[src/rtl/mem_access_ctrl_if.sv]
// Bundle between execute stage, data memory and writeback.
// master: controller side; slave: execute/memory/writeback side.
interface mem_access_ctrl_if #(
   parameter int ADDR_W = 32,
   parameter int DATA_W = 32,
   parameter int IMM_W  = 12,
   parameter int RD_W   = 4
) ();
   logic              op_valid;
   logic              op_ready;
   logic              op_store;
   logic [ADDR_W-1:0] op_base;
   logic [IMM_W-1:0]  op_imm;
   logic [DATA_W-1:0] op_wdata;
   logic [RD_W-1:0]   op_rd;
   logic              mem_req;
   logic              mem_we;
   logic [ADDR_W-1:0] mem_addr;
   logic [DATA_W-1:0] mem_wdata;
   logic              mem_ack;
   logic [DATA_W-1:0] mem_rdata;
   logic              wb_valid;
   logic [RD_W-1:0]   wb_rd;
   logic [DATA_W-1:0] wb_data;
   logic              busy;
   logic              err;

   modport master (
      input  op_valid, op_store, op_base, op_imm, op_wdata, op_rd,
      input  mem_ack, mem_rdata,
      output op_ready, mem_req, mem_we, mem_addr, mem_wdata,
      output wb_valid, wb_rd, wb_data, busy, err
   );

   modport slave (
      output op_valid, op_store, op_base, op_imm, op_wdata, op_rd,
      output mem_ack, mem_rdata,
      input  op_ready, mem_req, mem_we, mem_addr, mem_wdata,
      input  wb_valid, wb_rd, wb_data, busy, err
   );
endinterface

[src/rtl/mem_access_ctrl.sv]
// Single-outstanding load/store sequencer: base+imm address, req/ack to memory.
// Ports: clk, rst_n (async active-low), bus (op_*, mem_*, wb_*, busy, err).
module mem_access_ctrl #(
   parameter int ADDR_W  = 32,
   parameter int DATA_W  = 32,
   parameter int IMM_W   = 12,
   parameter int RD_W    = 4,
   parameter int TIMEOUT = 255
) (
   input  logic clk,
   input  logic rst_n,
   mem_access_ctrl_if.master bus
);

   typedef enum logic [1:0] {
      IDLE = 2'd0,
      CALC = 2'd1,
      REQ  = 2'd2,
      WB   = 2'd3
   } state_t;

   // counter runs 0..TIMEOUT-1 across the REQ cycles
   localparam int CNT_W = (TIMEOUT > 1) ? $clog2(TIMEOUT) : 1;
   localparam logic [CNT_W-1:0] CNT_LAST =
      CNT_W'((TIMEOUT > 0) ? TIMEOUT - 1 : 0);

   state_t state, state_nxt;

   logic              store_q;
   logic [ADDR_W-1:0] base_q;
   logic [IMM_W-1:0]  imm_q;
   logic [DATA_W-1:0] wdata_q;
   logic [RD_W-1:0]   rd_q;
   logic [CNT_W-1:0]  cnt;

   logic              mem_we_q;
   logic [ADDR_W-1:0] mem_addr_q;
   logic [DATA_W-1:0] mem_wdata_q;
   logic [RD_W-1:0]   wb_rd_q;
   logic [DATA_W-1:0] wb_data_q;
   logic              err_q;

   logic take, done, to_hit, expire;

   assign take   = (state == IDLE) && bus.op_valid;
   assign done   = (state == REQ) && bus.mem_ack;
   assign to_hit = (TIMEOUT != 0) && (cnt == CNT_LAST);
   // an ack in the final allowed cycle takes priority over expiry
   assign expire = (state == REQ) && !bus.mem_ack && to_hit;

   always_ff @(posedge clk or negedge rst_n) begin
      if (!rst_n) state <= IDLE;
      else        state <= state_nxt;
   end

   always_comb begin
      state_nxt = state;
      unique case (state)
         IDLE: if (take) state_nxt = CALC;
         CALC: state_nxt = REQ;
         REQ: begin
            if (done)        state_nxt = store_q ? IDLE : WB;
            else if (expire) state_nxt = IDLE;
         end
         WB:      state_nxt = IDLE;
         default: state_nxt = IDLE;
      endcase
   end

   always_ff @(posedge clk or negedge rst_n) begin
      if (!rst_n) begin
         store_q     <= 1'b0;
         base_q      <= '0;
         imm_q       <= '0;
         wdata_q     <= '0;
         rd_q        <= '0;
         cnt         <= '0;
         mem_we_q    <= 1'b0;
         mem_addr_q  <= '0;
         mem_wdata_q <= '0;
         wb_rd_q     <= '0;
         wb_data_q   <= '0;
         err_q       <= 1'b0;
      end else begin
         err_q <= expire;
         if (take) begin
            store_q <= bus.op_store;
            base_q  <= bus.op_base;
            imm_q   <= bus.op_imm;
            wdata_q <= bus.op_wdata;
            rd_q    <= bus.op_rd;
         end
         if (state == CALC) begin
            mem_addr_q  <= base_q + {{(ADDR_W-IMM_W){1'b0}}, imm_q};
            mem_we_q    <= store_q;
            mem_wdata_q <= wdata_q;
            cnt         <= '0;
         end else if ((state == REQ) && !bus.mem_ack) begin
            cnt <= cnt + 1'b1;
         end
         if (done && !store_q) begin
            wb_data_q <= bus.mem_rdata;
            wb_rd_q   <= rd_q;
         end
      end
   end

   assign bus.op_ready  = (state == IDLE);
   assign bus.busy      = (state != IDLE);
   assign bus.mem_req   = (state == REQ);
   assign bus.wb_valid  = (state == WB);
   assign bus.mem_we    = mem_we_q;
   assign bus.mem_addr  = mem_addr_q;
   assign bus.mem_wdata = mem_wdata_q;
   assign bus.wb_rd     = wb_rd_q;
   assign bus.wb_data   = wb_data_q;
   assign bus.err       = err_q;

endmodule

[src/flat_wrapper.sv]
// flat-port wrapper written by rule: the top's interface ports become plain ports
module mem_access_ctrl_flat 
#(
   parameter int ADDR_W  = 32,
   parameter int DATA_W  = 32,
   parameter int IMM_W   = 12,
   parameter int RD_W    = 4,
   parameter int TIMEOUT = 255
)
  (clk, rst_n, bus_op_valid, bus_op_store, bus_op_base, bus_op_imm, bus_op_wdata, bus_op_rd, bus_mem_ack, bus_mem_rdata, bus_op_ready, bus_mem_req, bus_mem_we, bus_mem_addr, bus_mem_wdata, bus_wb_valid, bus_wb_rd, bus_wb_data, bus_busy, bus_err);
  mem_access_ctrl_if #(.ADDR_W(ADDR_W), .DATA_W(DATA_W), .IMM_W(IMM_W), .RD_W(RD_W)) bus_i ();
  input  logic clk;
  input  logic rst_n;
  input wire logic [$bits(bus_i.op_valid)-1:0] bus_op_valid;
  input wire logic [$bits(bus_i.op_store)-1:0] bus_op_store;
  input wire logic [$bits(bus_i.op_base)-1:0] bus_op_base;
  input wire logic [$bits(bus_i.op_imm)-1:0] bus_op_imm;
  input wire logic [$bits(bus_i.op_wdata)-1:0] bus_op_wdata;
  input wire logic [$bits(bus_i.op_rd)-1:0] bus_op_rd;
  input wire logic [$bits(bus_i.mem_ack)-1:0] bus_mem_ack;
  input wire logic [$bits(bus_i.mem_rdata)-1:0] bus_mem_rdata;
  output wire logic [$bits(bus_i.op_ready)-1:0] bus_op_ready;
  output wire logic [$bits(bus_i.mem_req)-1:0] bus_mem_req;
  output wire logic [$bits(bus_i.mem_we)-1:0] bus_mem_we;
  output wire logic [$bits(bus_i.mem_addr)-1:0] bus_mem_addr;
  output wire logic [$bits(bus_i.mem_wdata)-1:0] bus_mem_wdata;
  output wire logic [$bits(bus_i.wb_valid)-1:0] bus_wb_valid;
  output wire logic [$bits(bus_i.wb_rd)-1:0] bus_wb_rd;
  output wire logic [$bits(bus_i.wb_data)-1:0] bus_wb_data;
  output wire logic [$bits(bus_i.busy)-1:0] bus_busy;
  output wire logic [$bits(bus_i.err)-1:0] bus_err;
  assign bus_i.op_valid = bus_op_valid;
  assign bus_i.op_store = bus_op_store;
  assign bus_i.op_base = bus_op_base;
  assign bus_i.op_imm = bus_op_imm;
  assign bus_i.op_wdata = bus_op_wdata;
  assign bus_i.op_rd = bus_op_rd;
  assign bus_i.mem_ack = bus_mem_ack;
  assign bus_i.mem_rdata = bus_mem_rdata;
  assign bus_op_ready = bus_i.op_ready;
  assign bus_mem_req = bus_i.mem_req;
  assign bus_mem_we = bus_i.mem_we;
  assign bus_mem_addr = bus_i.mem_addr;
  assign bus_mem_wdata = bus_i.mem_wdata;
  assign bus_wb_valid = bus_i.wb_valid;
  assign bus_wb_rd = bus_i.wb_rd;
  assign bus_wb_data = bus_i.wb_data;
  assign bus_busy = bus_i.busy;
  assign bus_err = bus_i.err;
  mem_access_ctrl #(.ADDR_W(ADDR_W), .DATA_W(DATA_W), .IMM_W(IMM_W), .RD_W(RD_W), .TIMEOUT(TIMEOUT)) u_core (.clk(clk), .rst_n(rst_n), .bus(bus_i));
endmodule
[config.mk]
export PLATFORM = sky130hd
export DESIGN_NAME = mem_access_ctrl_flat
export DESIGN_NICKNAME = d
export VERILOG_FILES = /design/src/rtl/mem_access_ctrl_if.sv /design/src/rtl/mem_access_ctrl.sv /design/src/flat_wrapper.sv
export SDC_FILE = /design/constraint.sdc
export NUM_CORES = 1
export LEC_CHECK = 0
export BUFFER_PORTS_ARGS = -buffer_cell sky130_fd_sc_hd__buf_2
export CAP_MARGIN = 20
export CORE_ASPECT_RATIO = 0.75
export CORE_MARGIN = 1.5
export CORE_UTILIZATION = 35
export CTS_CLUSTER_SIZE = 30
export DETAILED_ROUTE_END_ITERATION = 8
export PLACE_DENSITY_LB_ADDON = 0.2
export SLEW_MARGIN = 40
export SYNTH_ARGS = -nofsm -noshare
export SYNTH_HDL_FRONTEND = slang
export SYNTH_SLANG_ARGS = --single-unit
[constraint.sdc]
create_clock -name clk -period 2.8 [get_ports clk]
set_input_delay 0.28 -clock clk [delete_from_list [all_inputs] [get_ports clk]]
set_output_delay 0.28 -clock clk [all_outputs]
set_load 0.02 [all_outputs]
Yosys cells after proc, flatten, opt, wreduce, memory -nomap -nowiden

Cells that the tools add are included.

$add $sub $neg: 2
Equal/unequal tests: 6
Mux-type cells: 7
Reductions and logical operators: 11

Operators by type and width:

| operator                                                              | number |
|---|---|
| 32-bit by 12-bit adder with 32-bit output                             | 1 |
| 8-bit two-way mux                                                     | 2 |
| 8-bit by 1-bit adder with 8-bit output, second input constant         | 1 |
| 8-bit equality test, second input constant                            | 1 |
| 2-bit two-way mux                                                     | 4 |
| 2-bit one-hot mux with 4 select lines                                 | 1 |
| 1-bit logical AND                                                     | 5 |
| 2-bit equality test, second input constant                            | 2 |
| 2-bit nonzero test                                                    | 2 |
| 3-bit by 1-bit != test with 1-bit output, second input constant       | 1 |
| 2-bit by 1-bit equality test with 1-bit output, second input constant | 1 |
| 1-bit logical NOT                                                     | 2 |
| 2-bit logical NOT                                                     | 1 |
| 2-bit by 1-bit != test with 1-bit output, second input constant       | 1 |
| 2-bit AND reduction                                                   | 1 |

Flip-flop bits (word level): 193
Input bits: 117
Output and inout bits: 106
Logic and storage cells: 39

Logic depth before layout (Yosys ltp)

Gate-level depths: netlist (run 1).

Word-level depth: 6
Depth in mapped cells: 9
Gate-level depth less buffers: 8

Worst setup path after synthesis (run 1)

No wires, ideal clock.

Path type: flip-flop to flip-flop
Start point: register u_core.imm_q[0]
End point: register u_core.mem_addr_q[18] (netlist: u_core.bus.mem_addr[18])
Setup time: 124 ps
Arrival: 2,232 ps
Data required time: 2,676 ps
Slack: 444 ps
Stages on the path, launching flop included: 10
Path buffers: 1
Period minus slack after synthesis: 2,356 ps
Cell sequence: dfrtp_1 ha_1 fa_1 a21o_1 a221oi_2 or3_1 buf_6 a21oi_1 and3_1 a211o_1

Longest elaborated chain between the ends: 1

RTL lines:

| element                                   | line                  | RTL |
|---|---|---|
| from (decl)                               | mem_access_ctrl.sv:31 | `logic [IMM_W-1:0] imm_q;` |
| from (signal assigned)                    | mem_access_ctrl.sv:89 | `imm_q <= bus.op_imm;` |
| 32-bit by 12-bit adder with 32-bit output | mem_access_ctrl.sv:94 | `mem_addr_q <= base_q + {{(ADDR_W-IMM_W){1'b0}}, imm_q};` |
| to (signal assigned)                      | mem_access_ctrl.sv:94 |  |
| to (decl)                                 | mem_access_ctrl.sv:37 | `logic [ADDR_W-1:0] mem_addr_q;` |

No other way between the ends.
A chain may end at the register's enable or synchronous reset.

Worst setup path after layout (run 1)

Ends and elaborated chain as after synthesis.

==> impl_metrics.csv, run 1 <==
group,metric,value,unit
finish,syn_to_final_growth,24.83,%
synth,netlist.area_leader.share,0.5812,
run_status,status,"finished clean",
synth,syn_area,0.008310,mm^2
pwr,p_seq_frac,0.372,
placement,numPortBuffers,222,
timing,holdWs,0.07316,ns
clock_tree,clkTransAtPathRegs,0.07,ns
setup_path,critical_path_class,"register to register",
flow_run,maxCapViolations,0,
synth,ys_seq_area_frac,0.5812,
clock_tree,cts_buffer_depth,2,
setup_path,startpoint,"u_core.imm_q[0]",
placement,gp_congestion,0.7779,
drt,wire_per_inst,16.18,um
grt,grt_pass1_wl,31930,um
synth,synth_compound_area_frac,0.06865,
clock_tree,cts_tree,"done",
finish,n_antenna_cell,0,
clock_tree,holdBufCountCts,1,
floorplan,die_y,136.4,um
timing,final_max_slew_viol_count,0,
synth,synth_ff_type,"dfrtp_1",
pwr,p_switching,5.441,mW
finish,nNetsFinal,1055,
finish,regArea,0.004830,mm^2
finish,fillers,2213,
synth,synthTopCellsByArea,"dfrtp_1 (58%), mux2_2 (16%), nand2_1 (6.9%), xnor2_1 (2.3%), o21ai_0 (2.2%)",
timing,fmax,0.3914,GHz
drt,post-route-drc-count,0,
finish,drive_above_1_share,0.4188,
pwr,total_power,13.39,mW
setup_path,regToRegSetupSlack,0.25,ns
setup_path,end_kind,"register",
grt,grt_use_total,0.1666,
synth,synth_fa_ha_area_frac,0.02349,
pwr,ir_drop,0.5512,mV
synth,postSynth.asyncResetShare,1.000,
timing,slew_headroom,0.5233,
synth,yosysMostFrequentCell,"dfrtp_1",
floorplan,coreArea,0.02318,mm^2
placement,dp_cells,1203,
floorplan,start_util,0.3585,
drt,drt_iter0_drc,255,
synth,synthSimpleGateAreaFrac,0.1201,
setup_path,required,3.12,ns
synth,synth_xor_area_frac,0.02951,
setup_path,r2r_end,"u_core.bus.mem_addr[18]",
timing,setup_ws,0.2451,ns
timing,fin_skew,0.01098,ns
synth,synth_nets,832,
timing,period_needed,2.555,ns
setup_path,cp_cell_sequence,"ha_1 -> fa_1 -> a21o_1 -> a221oi_2 -> or3_1 -> a21oi_1 -> and3_1 -> a211o_1",
timing,rsz0062_at_grt,"false",
clock_tree,clkLatencyLatePin,0.43,ns
pwr,combPwrFrac,0.457,
synth,muxShareOfSynthArea,0.1572,
setup_path,startpoint_type,"register",
timing,setup_viol,0,
pwr,p_int,7.950,mW
finish,finalNonFillerCells,1236,
setup_path,cpPeakStageDelay,0.41,ns
clock_tree,postCtsSetupRepairBufs,0,
grt,antenna_found_initial,2,
drt,routed_wl,20000,um
drt,vias_per_cell,4.759,
timing,worst_slew_pin_slew,0.7135,ns
synth,synth_top_family_by_area,"multiplexers",
drt,ant_nets,0,
timing,timing.setup.tns,0,ns
synth,synth_edf_count,0,
pwr,pwr_density_cell,1291,mW/mm^2
drt,drt_first_pass_iters,4,
pwr,switching_share,0.4063,
timing,hold_viol,0,
grt,grt_pass1_vias,5923,
synth,synth.avg_cell_area,11.87,um^2
finish,multi_input_area,0.003333,mm^2
floorplan,ios,223,
timing,finalCritPeriodShare,0.9125,
synth,yosysTopAreaCell,"dfrtp_1",
clock_tree,numCtsBuffers,17,
synth,postSynthCellCount,700,
setup_path,cp-endpoint,"u_core.bus.mem_addr[18]",
grt,grt_overflow_total,0,
clock_tree,cts_resized,0,
pwr,power.share.clock,0.171,
placement,hpwl,14110,um
floorplan,dieArea,0.02469,mm^2
synth,synth_commonest_cells,"dfrtp_1 (193), nand2_1 (153), mux2_2 (116), o21ai_0 (37), xnor2_1 (22)",
setup_path,cp_data_arrival_time,2.87,ns
setup_path,path_max_fanout,4,
setup_path,slowest_stage,"fa_1",
clock_tree,cts_htree_levels,4,
clock_tree,cts_sinks,193,
setup_path,worstRegToRegCells,8,
placement,pre_cts_slack,0.2870,ns
pwr,p_leak,4.968,nW
min_path,worst_hold_path_type,"input port to register",
synth,synth_seq_cells,193,
synth,ys_types,48,
setup_path,worstReg2RegStart,"u_core.imm_q[0]",
floorplan,rows,48,
clock_tree,clock-root-buffer,"clkbuf_16",
grt,grt_max_degree,67,
drt,vias,5882,
synth,yosys_warnings,0,
floorplan,die_x,180.9,um
[area by class of cell]
class / count / area share
multi-input cells: 471 / 0.3213
clock inverters: 8 / 0.005307
repair buffers: 235 / 0.1224
inverters: 5 / 0.001809
flip-flops and latches: 193 / 0.4656
well taps: 300 / 0.03618
clock buffers: 24 / 0.04740
[worst min-delay path by stage]
stage                           start                endpoint  slack [ns]  cells past startpoint
detailed placement              rst_n        u_core.base_q[1]        0.33                      1
floorplan                       rst_n        u_core.base_q[0]       -0.02                      0
global route        bus_mem_rdata[29]  u_core.bus.wb_data[29]        0.05                      2
global placement                rst_n         u_core.imm_q[2]        0.34                      1
CTS                    bus_op_base[9]        u_core.base_q[9]        0.05                      2
finish                 bus_op_base[9]        u_core.base_q[9]        0.07                      2
[cell usage in the layout (no fill, tap or decap), types with 4 or more instances in the layout]
master and instances:
buf_2 221, dfrtp_1 193, nand2_1 153, mux2_2 116, o21ai_0 37, xnor2_1 22
clkbuf_16 17, a21oi_1 16, ha_1 14, nand3_1 12, nor2_1 11, nand4_1 9
buf_4 8, a21o_1 7, nor3_1 6, a211oi_1 6, xor2_1 6, inv_1 5
nand2b_1 5, and3_1 5, clkbuf_8 5, or3_1 4, buf_12 4
[sequential cells by signal (all words and copies together) (netlist names)]
name and flops:
u_core.bus.mem_addr 32, u_core.bus.mem_we 1, u_core.imm_q 12, u_core.cnt 8, u_core.base_q 32, u_core.state 2, u_core.bus.wb_data 32, u_core.bus.err 1
u_core.store_q 1, u_core.rd_q 4, u_core.bus.mem_wdata 32, u_core.wdata_q 32, u_core.bus.wb_rd 4
[metal layers]
layer / vias up / track usage / wire [um]
met2: 157 / 0.2445 / 8458
met3: 17 / 0.06268 / 1519
met4: 2 / 0.05000 / 201
met1: 2842 / 0.2283 / 9806
met5: - / 0 / 13
li1: 2864 / - / -
[power by group through the flow]
| stage | combinational, mW | clock (mW) | sequential [mW] |
|---|---|---|---|
| after floorplan | 3.50 | 0 | 5.73 |
| after global placement | 6.11 | 0 | 5.01 |
| after detailed placement | 6.17 | 0 | 5.04 |
| after CTS | 6.19 | 2.38 | 5.00 |
| after global routing | 6.72 | 2.49 | 5.18 |
| final | 6.12 | 2.29 | 4.99 |
[cells by family (layout without fill, tap and decap cells)]
logic type                 Yosys count  count (layout)
buffers and inverters               36             272
and+or+nand+nor                    225             225
adders and majority gates           15              15
AOI/OAI and AO/OA                   87              87
xor gates and xnor gates            28              28
muxes                              116             116
DFF                                193             193
[stage by stage]
stage                       util  cell area (um^2)
after floorplan                -              8310
after global placement    0.4235              9817
after detailed placement  0.4235              9817
after CTS                 0.4475             10370
after global routing      0.4475             10370
final                     0.4475             10370
[worst max-delay path, delay by kind of cell, from the launching register on]
family	cells	cell delay (ns)
fa+ha+maj	2	0.63
flops	1	0.38
simple gates	2	0.47
compound gates	4	0.95
No activity file was read; power rests on OpenSTA's default activity.
==> run 2, diff against run 1 <==
--- a/config.mk
+++ b/config.mk
@@ -5,7 +5,7 @@
 export SDC_FILE = /design/constraint.sdc
 export NUM_CORES = 1
 export LEC_CHECK = 0
-export BUFFER_PORTS_ARGS = -buffer_cell sky130_fd_sc_hd__buf_2
+export BUFFER_PORTS_ARGS = -buffer_cell sky130_fd_sc_hd__clkbuf_2
 export CAP_MARGIN = 20
 export CORE_ASPECT_RATIO = 0.75
 export CORE_MARGIN = 1.5
==> impl_metrics.csv, run 2 (synthesis results as in run 1) <==
group,metric,value,unit
run_status,status,"finished clean",
drt,wire_per_inst,15.83,um
setup_path,path_max_fanout,5,
pwr,pwr_density_cell,1297,mW/mm^2
finish,finalNonFillerCells,1235,
drt,vias,5864,
clock_tree,cts_sinks,193,
clock_tree,cts_buffer_depth,2,
grt,grt_max_degree,67,
finish,regArea,0.004830,mm^2
timing,slew_headroom,0.5473,
timing,holdWs,0.06675,ns
timing,finalCritPeriodShare,0.9292,
timing,rsz0062_at_grt,"false",
timing,fin_skew,0.01163,ns
timing,timing.setup.tns,0,ns
clock_tree,clock-root-buffer,"clkbuf_16",
floorplan,coreArea,0.02318,mm^2
floorplan,die_x,180.9,um
finish,final_cell_mix,"clkbuf_2 (221), dfrtp_1 (193), nand2_1 (153)",
placement,gp_congestion,0.7721,
clock_tree,numCtsBuffers,17,
placement,numPortBuffers,222,
clock_tree,postCtsSetupRepairBufs,0,
timing,final_max_slew_viol_count,0,
timing,fmax,0.3844,GHz
grt,grt_pass1_wl,31480,um
floorplan,dieArea,0.02469,mm^2
clock_tree,clkLatencyLatePin,0.44,ns
drt,drt_iter0_drc,335,
drt,vias_per_cell,4.748,
finish,syn_to_final_growth,25.20,%
grt,grt_overflow_total,0,
floorplan,ios,223,
floorplan,start_util,0.3585,
clock_tree,clkTransAtPathRegs,0.07,ns
timing,period_needed,2.602,ns
grt,grt_use_total,0.1650,
clock_tree,cts_tree,"done",
drt,ant_nets,0,
finish,fillers,2174,
timing,hold_viol,0,
setup_path,cp_data_arrival_time,2.89,ns
timing,worst_slew_pin_slew,0.6791,ns
clock_tree,cts_htree_levels,4,
finish,nNetsFinal,1054,
setup_path,end_kind,"register",
placement,hpwl,13720,um
flow_run,maxCapViolations,0,
placement,dp_cells,1202,
pwr,ir_drop,0.5436,mV
finish,multi_input_area,0.003333,mm^2
setup_path,critical_path_class,"register to register",
floorplan,die_y,136.4,um
finish,drive_above_1_share,0.4203,
finish,mostFrequentLayoutCell,"clkbuf_2",
finish,n_antenna_cell,0,
drt,routed_wl,19550,um
setup_path,required,3.08,ns
min_path,worst_hold_path_type,"input port to register",
timing,setup_viol,0,
pwr,p_leak,4.995,nW
drt,post-route-drc-count,0,
drt,drt_first_pass_iters,4,
floorplan,rows,48,
grt,antenna_found_initial,0,
setup_path,startpoint_type,"register",
grt,grt_pass1_vias,5923,
run 2: metrics by stage:
stage / utilization / worst slack (ns) / instance area (um^2) / total power [mW]
after floorplan: - / 0.4442 / 8310 / 9.229
after global placement: 0.4231 / 0.3080 / 9809 / 11.11
after detailed placement: 0.4231 / 0.2363 / 9809 / 11.18
after CTS: 0.4488 / 0.1987 / 10410 / 13.66
after global routing: 0.4488 / 0.04898 / 10410 / 14.52
final: 0.4488 / 0.1983 / 10410 / 13.49
run 2: power by group:
group | switching (mW) | internal, mW
Combinational | 3.49 | 2.56
Clock | 1.08 | 1.33
Sequential | 0.892 | 4.14
run 2: cell type report:
cell class,count,share of cell area
tap,300,0.03607
sequential,193,0.4642
clock buffer,22,0.04654
timing repair buffer,234,0.1213
inverter,5,0.001804
clock inverter,10,0.009740
multi-input combinational,471,0.3203
run 2: critical path, stage by stage, from the launching register on:
cell	delay [ns]
dfrtp_1	0.38
ha_1	0.23
fa_1	0.42
a21o_1	0.23
a221oi_2	0.33
or3_1	0.32
buf_4	0.20
a21oi_1	0.09
xnor2_1	0.15
o21ai_0	0.10
run 2: final timing paths:
kind	from	to	slack [ns]	cells past startpoint
max in group asynchronous	rst_n	u_core.bus.wb_data[15]	1.61	3
worst min-delay path	bus_op_base[30]	u_core.base_q[30]	0.07	2
min in group asynchronous	rst_n	u_core.imm_q[8]	0.41	2
worst max-delay path	u_core.imm_q[0]	u_core.bus.mem_addr[16]	0.20	9
worst max register to register	u_core.imm_q[0]	u_core.bus.mem_addr[16]	0.20	9
worst min register to register	u_core.wdata_q[4]	u_core.bus.mem_wdata[4]	0.46	2
run 2: layer usage:
layer | part of all wire | track usage | vias to the layer above
met4 | 0.014 | 0.05833 | 0
met1 | 0.49 | 0.2282 | 2815
met3 | 0.079 | 0.05706 | 18
li1 | - | - | 2859
met5 | 0 | 0 | -
met2 | 0.42 | 0.2396 | 172
run 2: repair_timing:
item,CTS,global route
resized for setup,0,0
hold buffers,1,0
endpoints found under the hold margin,63,0
endpoints found under the setup margin,0,0
